$ cat config.mk
export PLATFORM = sky130hd
export DESIGN_NAME = instruction_fetch_queue
export DESIGN_NICKNAME = d
export VERILOG_FILES = /design/src/rtl/instruction_fetch_queue_pkg.sv /design/src/rtl/fetch_queue_fifo.sv /design/src/rtl/instruction_fetch_queue.sv
export SDC_FILE = /design/constraint.sdc
export NUM_CORES = 1
export LEC_CHECK = 0
export BUFFER_PORTS_ARGS = -buffer_cell sky130_fd_sc_hd__buf_2
export CAP_MARGIN = 20
export CELL_PAD_IN_SITES_DETAIL_PLACEMENT = 0
export CELL_PAD_IN_SITES_GLOBAL_PLACEMENT = 1
export CORE_UTILIZATION = 50
export DETAILED_ROUTE_END_ITERATION = 16
export PLACE_DENSITY_LB_ADDON = 0.05
export SYNTH_ARGS = -nofsm -noshare
export SYNTH_HDL_FRONTEND = slang
export SYNTH_HIERARCHICAL = 1
export SYNTH_SLANG_ARGS = --single-unit
$ cat constraint.sdc
create_clock -name clock -period 5.98 [get_ports clock]
set_input_delay 0.299 -clock clock [delete_from_list [all_inputs] [get_ports clock]]
set_output_delay 0.299 -clock clock [all_outputs]
set_load 0.03 [all_outputs]
$ cat src/rtl/instruction_fetch_queue_pkg.sv
// Shared types and constants for the instruction fetch queue.
package instruction_fetch_queue_pkg;

  localparam int INST_BYTES = 4;

  // All-zero bubble word; decode treats it as a no-op, so an idle head reads as 0.
  localparam logic [31:0] NOP_INST = 32'h0000_0000;

  typedef struct packed {
    logic [31:0] pc;
    logic [31:0] inst;
  } fetch_entry_t;

endpackage

$ cat src/rtl/fetch_queue_fifo.sv
// Synchronous circular FIFO with push, pop, flush and occupancy count.
// Used both for prefetched instructions and for in-order request address tags.
module fetch_queue_fifo
  import instruction_fetch_queue_pkg::*;
#(
  parameter int  DEPTH   = 4,
  parameter type entry_t = fetch_entry_t
) (
  input  logic                   clock,
  input  logic                   reset,
  input  logic                   flush,
  input  logic                   push,
  input  entry_t                 push_data,
  input  logic                   pop,
  output entry_t                 head,
  output logic                   empty,
  output logic [$clog2(DEPTH):0] count
);

  localparam int PTR_W = (DEPTH > 1) ? $clog2(DEPTH) : 1;
  localparam int CNT_W = $clog2(DEPTH) + 1;

  entry_t           mem [DEPTH];
  logic [PTR_W-1:0] rd_ptr;
  logic [PTR_W-1:0] wr_ptr;
  logic             do_pop;

  // Wraps explicitly so DEPTH need not be a power of two (tag queue uses MAX_OUT).
  function automatic logic [PTR_W-1:0] ptr_inc(input logic [PTR_W-1:0] p);
    return (p == PTR_W'(DEPTH - 1)) ? '0 : p + 1'b1;
  endfunction

  assign empty  = (count == '0);
  assign do_pop = pop && !empty;
  assign head   = mem[rd_ptr];

  always_ff @(posedge clock or negedge reset) begin
    if (!reset) begin
      rd_ptr <= '0;
      wr_ptr <= '0;
      count  <= '0;
    end else if (flush) begin
      rd_ptr <= '0;
      wr_ptr <= '0;
      count  <= '0;
    end else begin
      if (push)   wr_ptr <= ptr_inc(wr_ptr);
      if (do_pop) rd_ptr <= ptr_inc(rd_ptr);
      count <= count + CNT_W'(push) - CNT_W'(do_pop);
    end
  end

  always_ff @(posedge clock) begin
    if (push && !flush) mem[wr_ptr] <= push_data;
  end

  always_ff @(posedge clock) begin
    if (reset && !flush) assert (!(push && !do_pop && count == CNT_W'(DEPTH)));
  end

endmodule

$ cat src/rtl/instruction_fetch_queue.sv
// Prefetching fetch stage: issues in-order memory requests, queues responses for decode.
// Optional IFQ_TRACE_EN adds a simulation-only cycle counter and pop/redirect trace.
module instruction_fetch_queue
  import instruction_fetch_queue_pkg::*;
#(
  parameter int                ADDR_W   = 32,
  parameter int                INST_W   = 32,
  parameter int                DEPTH    = 4,
  parameter int                MAX_OUT  = 2,
  parameter logic [ADDR_W-1:0] RESET_PC = 32'h0000_0000
) (
  input  logic                   clock,
  input  logic                   reset,
  input  logic                   redirect_valid,
  input  logic [ADDR_W-1:0]      redirect_pc,
  output logic                   mem_req_valid,
  input  logic                   mem_req_ready,
  output logic [ADDR_W-1:0]      mem_req_addr,
  input  logic                   mem_resp_valid,
  input  logic [INST_W-1:0]      mem_resp_inst,
  output logic                   out_valid,
  input  logic                   out_ready,
  output logic [ADDR_W-1:0]      out_pc,
  output logic [INST_W-1:0]      out_inst,
  output logic [$clog2(DEPTH):0] fifo_count
);

  localparam int CNT_W = $clog2(DEPTH) + 1;
  localparam int OUT_W = $clog2(MAX_OUT) + 1;

  typedef struct packed {
    logic [ADDR_W-1:0] pc;
    logic [INST_W-1:0] inst;
  } entry_t;

  typedef logic [ADDR_W-1:0] tag_t;

  logic [ADDR_W-1:0] pc;
  logic [OUT_W-1:0]  outstanding;
  logic [OUT_W-1:0]  outstanding_nxt;
  logic [OUT_W-1:0]  drop;
  logic [31:0]       reserved;
  logic              req_fire;
  logic              resp_keep;
  logic              fifo_pop;
  logic              fifo_empty;
  logic              tag_empty;
  tag_t              tag_head;
  entry_t            push_entry;
  entry_t            head_entry;

  // Reserved space counts requests in flight that will still land in the FIFO.
  assign reserved        = 32'(fifo_count) + 32'(outstanding) - 32'(drop);
  assign mem_req_valid   = reset && (outstanding < OUT_W'(MAX_OUT)) && (reserved < 32'(DEPTH));
  assign mem_req_addr    = pc;
  assign req_fire        = mem_req_valid && mem_req_ready;
  assign outstanding_nxt = outstanding + OUT_W'(req_fire) - OUT_W'(mem_resp_valid);
  assign resp_keep       = mem_resp_valid && (drop == '0) && !redirect_valid;
  assign fifo_pop        = out_valid && out_ready;

  assign push_entry.pc   = tag_head;
  assign push_entry.inst = mem_resp_inst;

  assign out_valid = !fifo_empty;
  assign out_pc    = fifo_empty ? '0 : head_entry.pc;
  assign out_inst  = fifo_empty ? INST_W'(NOP_INST) : head_entry.inst;

  always_ff @(posedge clock or negedge reset) begin
    if (!reset) begin
      pc   <= RESET_PC;
      drop <= '0;
    end else if (redirect_valid) begin
      pc   <= redirect_pc;
      drop <= outstanding_nxt;
    end else begin
      if (req_fire) pc <= pc + ADDR_W'(INST_BYTES);
      if (mem_resp_valid && drop != '0) drop <= drop - 1'b1;
    end
  end

  // Tag queue occupancy is the outstanding-request count; it survives redirects
  // so that late responses still pop their own tag.
  fetch_queue_fifo #(
    .DEPTH   (MAX_OUT),
    .entry_t (tag_t)
  ) u_tag_queue (
    .clock     (clock),
    .reset     (reset),
    .flush     (1'b0),
    .push      (req_fire),
    .push_data (pc),
    .pop       (mem_resp_valid),
    .head      (tag_head),
    .empty     (tag_empty),
    .count     (outstanding)
  );

  fetch_queue_fifo #(
    .DEPTH   (DEPTH),
    .entry_t (entry_t)
  ) u_inst_fifo (
    .clock     (clock),
    .reset     (reset),
    .flush     (redirect_valid),
    .push      (resp_keep),
    .push_data (push_entry),
    .pop       (fifo_pop),
    .head      (head_entry),
    .empty     (fifo_empty),
    .count     (fifo_count)
  );

  always_ff @(posedge clock) begin
    if (reset) begin
      assert (fifo_count <= CNT_W'(DEPTH));
      assert (outstanding <= OUT_W'(MAX_OUT));
      assert (!(mem_resp_valid && tag_empty));
    end
  end

`ifdef IFQ_TRACE_EN
  longint unsigned trace_cycle;

  always_ff @(posedge clock or negedge reset) begin
    if (!reset) trace_cycle <= 0;
    else        trace_cycle <= trace_cycle + 1;
  end

  always_ff @(posedge clock) begin
    if (reset) begin
      if (fifo_pop)       $display("IFQ(%0d): @%h: %h", trace_cycle, out_pc, out_inst);
      if (redirect_valid) $display("IFQ REDIRECT -> %h, dropped %0d", redirect_pc, outstanding_nxt);
    end
  end
`else
`endif

endmodule

; Yosys cells after proc, flatten, opt, wreduce, memory -nomap -nowiden
; Memory sizes are Yosys's and may differ from the RTL's.
; Index checks and enable logic that the tools add are counted.
[totals]
output_inout_bits = 101
word_cells = 67
ff_bits = 45
mem_count = 2
ramBits = 320
[memory_table]
columns = memory, depth, word_bits, rd, rd_clocked_by_memory_dff, write_ports, line
row1 = u_inst_fifo.mem, 4, 64, 1, 0, 1, fetch_queue_fifo.sv:23  ; entry_t mem [DEPTH];
row2 = u_tag_queue.mem, 2, 32, 1, 0, 1, fetch_queue_fifo.sv:23
[classes]
order_cmp = 2
n_mux = 19
eq_ne = 2
addsub = 13
reduce_logical = 21
[op_table]
columns = op, count
row1 = $mux W32, 4
row2 = $add A32 B3 Y32 const B, 1
row3 = $lt A32 B3 Y1 const B, 1
row4 = $mux W2, 8
row5 = $logic_and A1 B1 Y1, 10
row6 = $reduce_bool A2 Y1, 5
row7 = $mux W1, 6
row8 = $sub A4 B2 Y5, 1
row9 = $add A2 B1 Y2 const B, 2
row10 = $add A3 B2 Y4, 1
row11 = $eq A2 B2 Y1 const B, 2
row12 = $logic_not A2 Y1, 2
row13 = $sub A2 B1 Y2, 2
row14 = $add A3 B1 Y3, 1
row15 = $logic_not A1 Y1, 3
row16 = $logic_not A3 Y1, 1
row17 = $mux W3, 1
row18 = $sub A3 B1 Y3, 1
row19 = $add A1 B1 Y1 const B, 2
row20 = $add A2 B1 Y2, 1
row21 = $lt A2 B2 Y1 const B, 1
row22 = $sub A2 B1 Y2 const B, 1

; Depth between registers and ports, before layout
[logic_depth]
ltp_word = 8
depth_mapped = 16

; By module
; The synthesis kept the hierarchy.
[modules_own_cells]
columns = module, cells_per_inst, seq_area_each_um2, area_per_inst_um2, n_inst
row1 = fetch_queue_fifo (u_inst_fifo), 377, 7862.5, 9699.3, 1
row2 = instruction_fetch_queue, 336, 850.8, 2703.8, 1
row3 = fetch_queue_fifo (u_tag_queue), 120, 2021.9, 2565.0, 1

; Least setup slack after synthesis
; OpenSTA, ideal clock, no wires.
[synth_timing]
kind = reg2reg
startpoint = register u_inst_fifo.count[1]
endpoint = memory u_tag_queue/mem[0][0] (netlist name) (enable)
path_buffers = 1
path_stages_with_launch = 10
setup_slack_ps = 394
setup_ps = 468
arrival_ps = 5117
path_cell_list = dfrtp_1 > inv_1 > fa_1 > inv_1 > ha_1 > nand3b_1 > a211o_1 > buf_1 > a21oi_1 > nor3b_1
[synth_via]
elab_chain_cells = 7
[synth_lines]
columns = item, line
row1 = "start, declared", fetch_queue_fifo.sv:17  ; output logic [$clog2(DEPTH):0] count
row2 = "start signal, assigned", fetch_queue_fifo.sv:49  ; count <= count + CNT_W'(push) - CNT_W'(do_pop);
row3 = $add A3 B2 Y4, instruction_fetch_queue.sv:53  ; assign reserved = 32'(fifo_count) + 32'(outstanding) - 32'(drop);
row4 = $sub A4 B2 Y5, instruction_fetch_queue.sv:53
row5 = $lt A32 B3 Y1, instruction_fetch_queue.sv:54  ; assign mem_req_valid = reset && (outstanding < OUT_W'(MAX_OUT)) && (reserved < 32'(DEPTH));
row6 = $logic_and A1 B1 Y1, instruction_fetch_queue.sv:54
row7 = $logic_and A1 B1 Y1, instruction_fetch_queue.sv:56  ; assign req_fire = mem_req_valid && mem_req_ready;
row8 = named net req_fire, instruction_fetch_queue.sv:43  ; logic req_fire;
row9 = $mux W1, fetch_queue_fifo.sv:54  ; if (push && !flush) mem[wr_ptr] <= push_data;
row10 = $mux W1 (not written as such), fetch_queue_fifo.sv:54
row11 = "end, declared", fetch_queue_fifo.sv:23
; The timed path passes the listed nets, and every way through them passes these cells.

; Final worst setup path
[layout_timing]
startpoint = register u_inst_fifo.count[1]
endpoint = memory u_tag_queue/mem[1][10] (netlist name) (enable)
; The elaborated chain is that of the path after synthesis.

==> summary.txt <==
Run status
  • Outcome: finished clean

Finish
  • Area delta synth->final: 18.5%
  • Fin cells: 1,464
  • Final nets: 1,140
  • Layout cells sized above 1: 0.328
  • Fin area: roughly 18,000 um^2
  • Diode count: 0

Drt
  • DRC violations left: 0
  • Overall routed net length: 29.6 mm
  • Vias per inst: 5.41
  • Post-DRT Antenna Nets: 0
  • Via count: 7,916
  • First drt pass iteration count: 6
  • Drt initial violations: 476
  • WL/cell: slightly above 20 um

Critical path
  • CP arrival: 4.28 ns
  • Worst Setup Path Type: register to register
  • Worst setup EP type: register
  • Crit path capture: u_tag_queue/mem[1][10]
  • Worst R2R Start: u_inst_fifo/count[1]
  • Reg2reg setup slack: roughly 1.9 ns
  • Crit-path max FO: 24
  • RR Endpoint: u_tag_queue/mem[1][10]
  • R2R depth: 9
  • Worst path required time: 6.19 ns
  • Worst setup path start: u_inst_fifo/count[1]
  • Startpoint types: register

Floorplanning
  • Ports: around 170
  • Starting Density: 0.514
  • Die H: 175 um
  • Die area: about 31,000 um^2
  • Die W: 175 um
  • Std cell rows: 62
  • Core Area: 29,100 um^2

Global route
  • First-pass GRT wire length: 46.2 mm
  • Grt ovf: 0
  • Pin count of the biggest net entering global routing: 67
  • Initial antenna violation count: 0
  • Global Route Usage Sum: 0.200
  • Vias in the first global route: 8,066

Timing
  • Worst slew pin tran: 0.985 ns
  • Setup TNS: 0 ns
  • Final setup viols: 0
  • Max Slew Vio Count: 0
  • RSZ-0062 raised after global routing: no
  • Fin. Hold Viols: 0
  • Period utilisation layout: 0.680
  • Slew headroom: 0.344
  • PnR worst setup slack: 1.91 ns
  • Min cycle time layout: approximately 4 ns
  • Fmax achieved: 246 MHz
  • Clock Skews: 0.0174 ns

Placement
  • IO Port Bufs: between 150 and 200
  • HPWL after detailed placement: 17.9 mm
  • Placed Instances: around 1,400
  • Pre-CTS WS: 1.89 ns
  • Placed Area: around 16,000 um^2
  • GP Congestion: 0.774

CTS
  • CTS clk-pin slew, worst paths: about 0.060 ns
  • Cts bufs inserted: 39
  • CTS tree: built
  • H-Tree Depth: 2
  • Worst-Skew Late Latency: 0.52 ns
  • Clock buffer depth: 3
  • Clk root buf: clkbuf_16
  • Clock sinks: 365
  • Post-CTS Setup Repair Bufs: 0

Power and ir drop
  • Power Total: 7030 uW
  • P_leak: 0.00627 uW
  • P per Cell Area: 397 nW/um^2
  • Worst vdd ir: ~0.55 mV

Yosys
  • Syn avg cell area: 18.0 um^2
  • Mapped Area: 15,000 um^2
  • Yosys warns: 6
  • Cell count after synthesis: 832

Min path
  • WHS Path Cells: 1
  • Worst Hold Class: primary input to register

Run
  • Maximum capacitance violations: 0
placed cells by master (no fill, tap or decap), types with 4 or more instances in the layout:
master,n
nand4_1,6
buf_2,170
a21oi_1,7
and2_4,4
a211oi_1,11
o21ai_0,14
nand2b_1,6
mux2_2,35
clkbuf_16,41
a21o_1,4
conb_1,7
a31oi_1,6
nand2_1,31
nor2_1,14
edfxtp_1,320
buf_4,12
dfrtp_1,43
nand3_1,10
ha_1,17
clkinv_2,8
dlygate4sd3_1,29
o21ai_1,11
clkinv_1,4
xnor2_1,25
clkbuf_1,12
nor2b_1,71
nor3_1,5
mux4_2,64
inv_1,37
stage by stage:
step	utilization	hold slack, ns
final	0.610	0.0138
after global routing	0.610	0.00826
after CTS	0.610	0.000654
after detailed placement	0.557	0.474
after global placement	0.557	0.459
after floorplan	-	0.00341
layout make-up:
class	instances	area (um^2)
clock inverter	16	153
clock buffer	54	1080
multi-input combinational	396	3890
timing repair buffer	212	1250
inverter	37	139
tap	384	480
fill	2254	11400
sequential	365	10700
flip-flops by register name, summed over array words and instances, names as in the netlist:
register / count
u_inst_fifo/wr_ptr: 2
drop: 2
u_inst_fifo/rd_ptr: 2
u_inst_fifo/count: 3
u_tag_queue/wr_ptr: 1
u_inst_fifo/mem: 256
u_tag_queue/rd_ptr: 1
u_tag_queue/count: 2
u_tag_queue/mem: 64
mem_req_addr: 32
critical path, stage by stage, from the launching register on:
cell      delay (ns)
dfrtp_1         0.45
inv_1           0.09
fa_1            0.53
inv_1           0.04
ha_1            0.26
nand3b_1        0.09
a211o_1         0.64
a21oi_1         0.65
and3b_1         0.74
buf_12          0.25
worst min path at each step:
| stage | endpoint | slack (ns) | from |
|---|---|---|---|
| floorplan | drop[0] | 0.003 | reset |
| global placement | mem_req_addr[18] | 0.46 | reset |
| detailed placement | mem_req_addr[18] | 0.47 | reset |
| CTS | u_inst_fifo/mem[3][1] | 0.0007 | mem_resp_inst[1] |
| global route | u_inst_fifo/mem[0][10] | 0.008 | mem_resp_inst[10] |
| finish | u_inst_fifo/mem[3][21] | 0.01 | mem_resp_inst[21] |
metal layers:
metal | routed length, um | track usage | up-vias
met5 | 0 | 0 | -
li1 | - | - | 3630
met4 | 555 | 0.0486 | 0
met3 | 1450 | 0.0339 | 36
met2 | 14100 | 0.324 | 210
met1 | 13400 | 0.283 | 4040
repair_timing:
| action | CTS | global route |
|---|---|---|
| hold endpoints to repair | 129 | 0 |
| gates resized for setup | 0 | 0 |
| hold buffers | 29 | 0 |
power breakdown:
| part | switching (uW) | internal [uW] | leakage [uW] |
|---|---|---|---|
| clock | 917 | 1400 | 0.000607 |
| combinational | 1100 | 537 | 0.00223 |
| sequential | 117 | 2970 | 0.00343 |
Note: power is estimated with default switching activity, not from simulation.
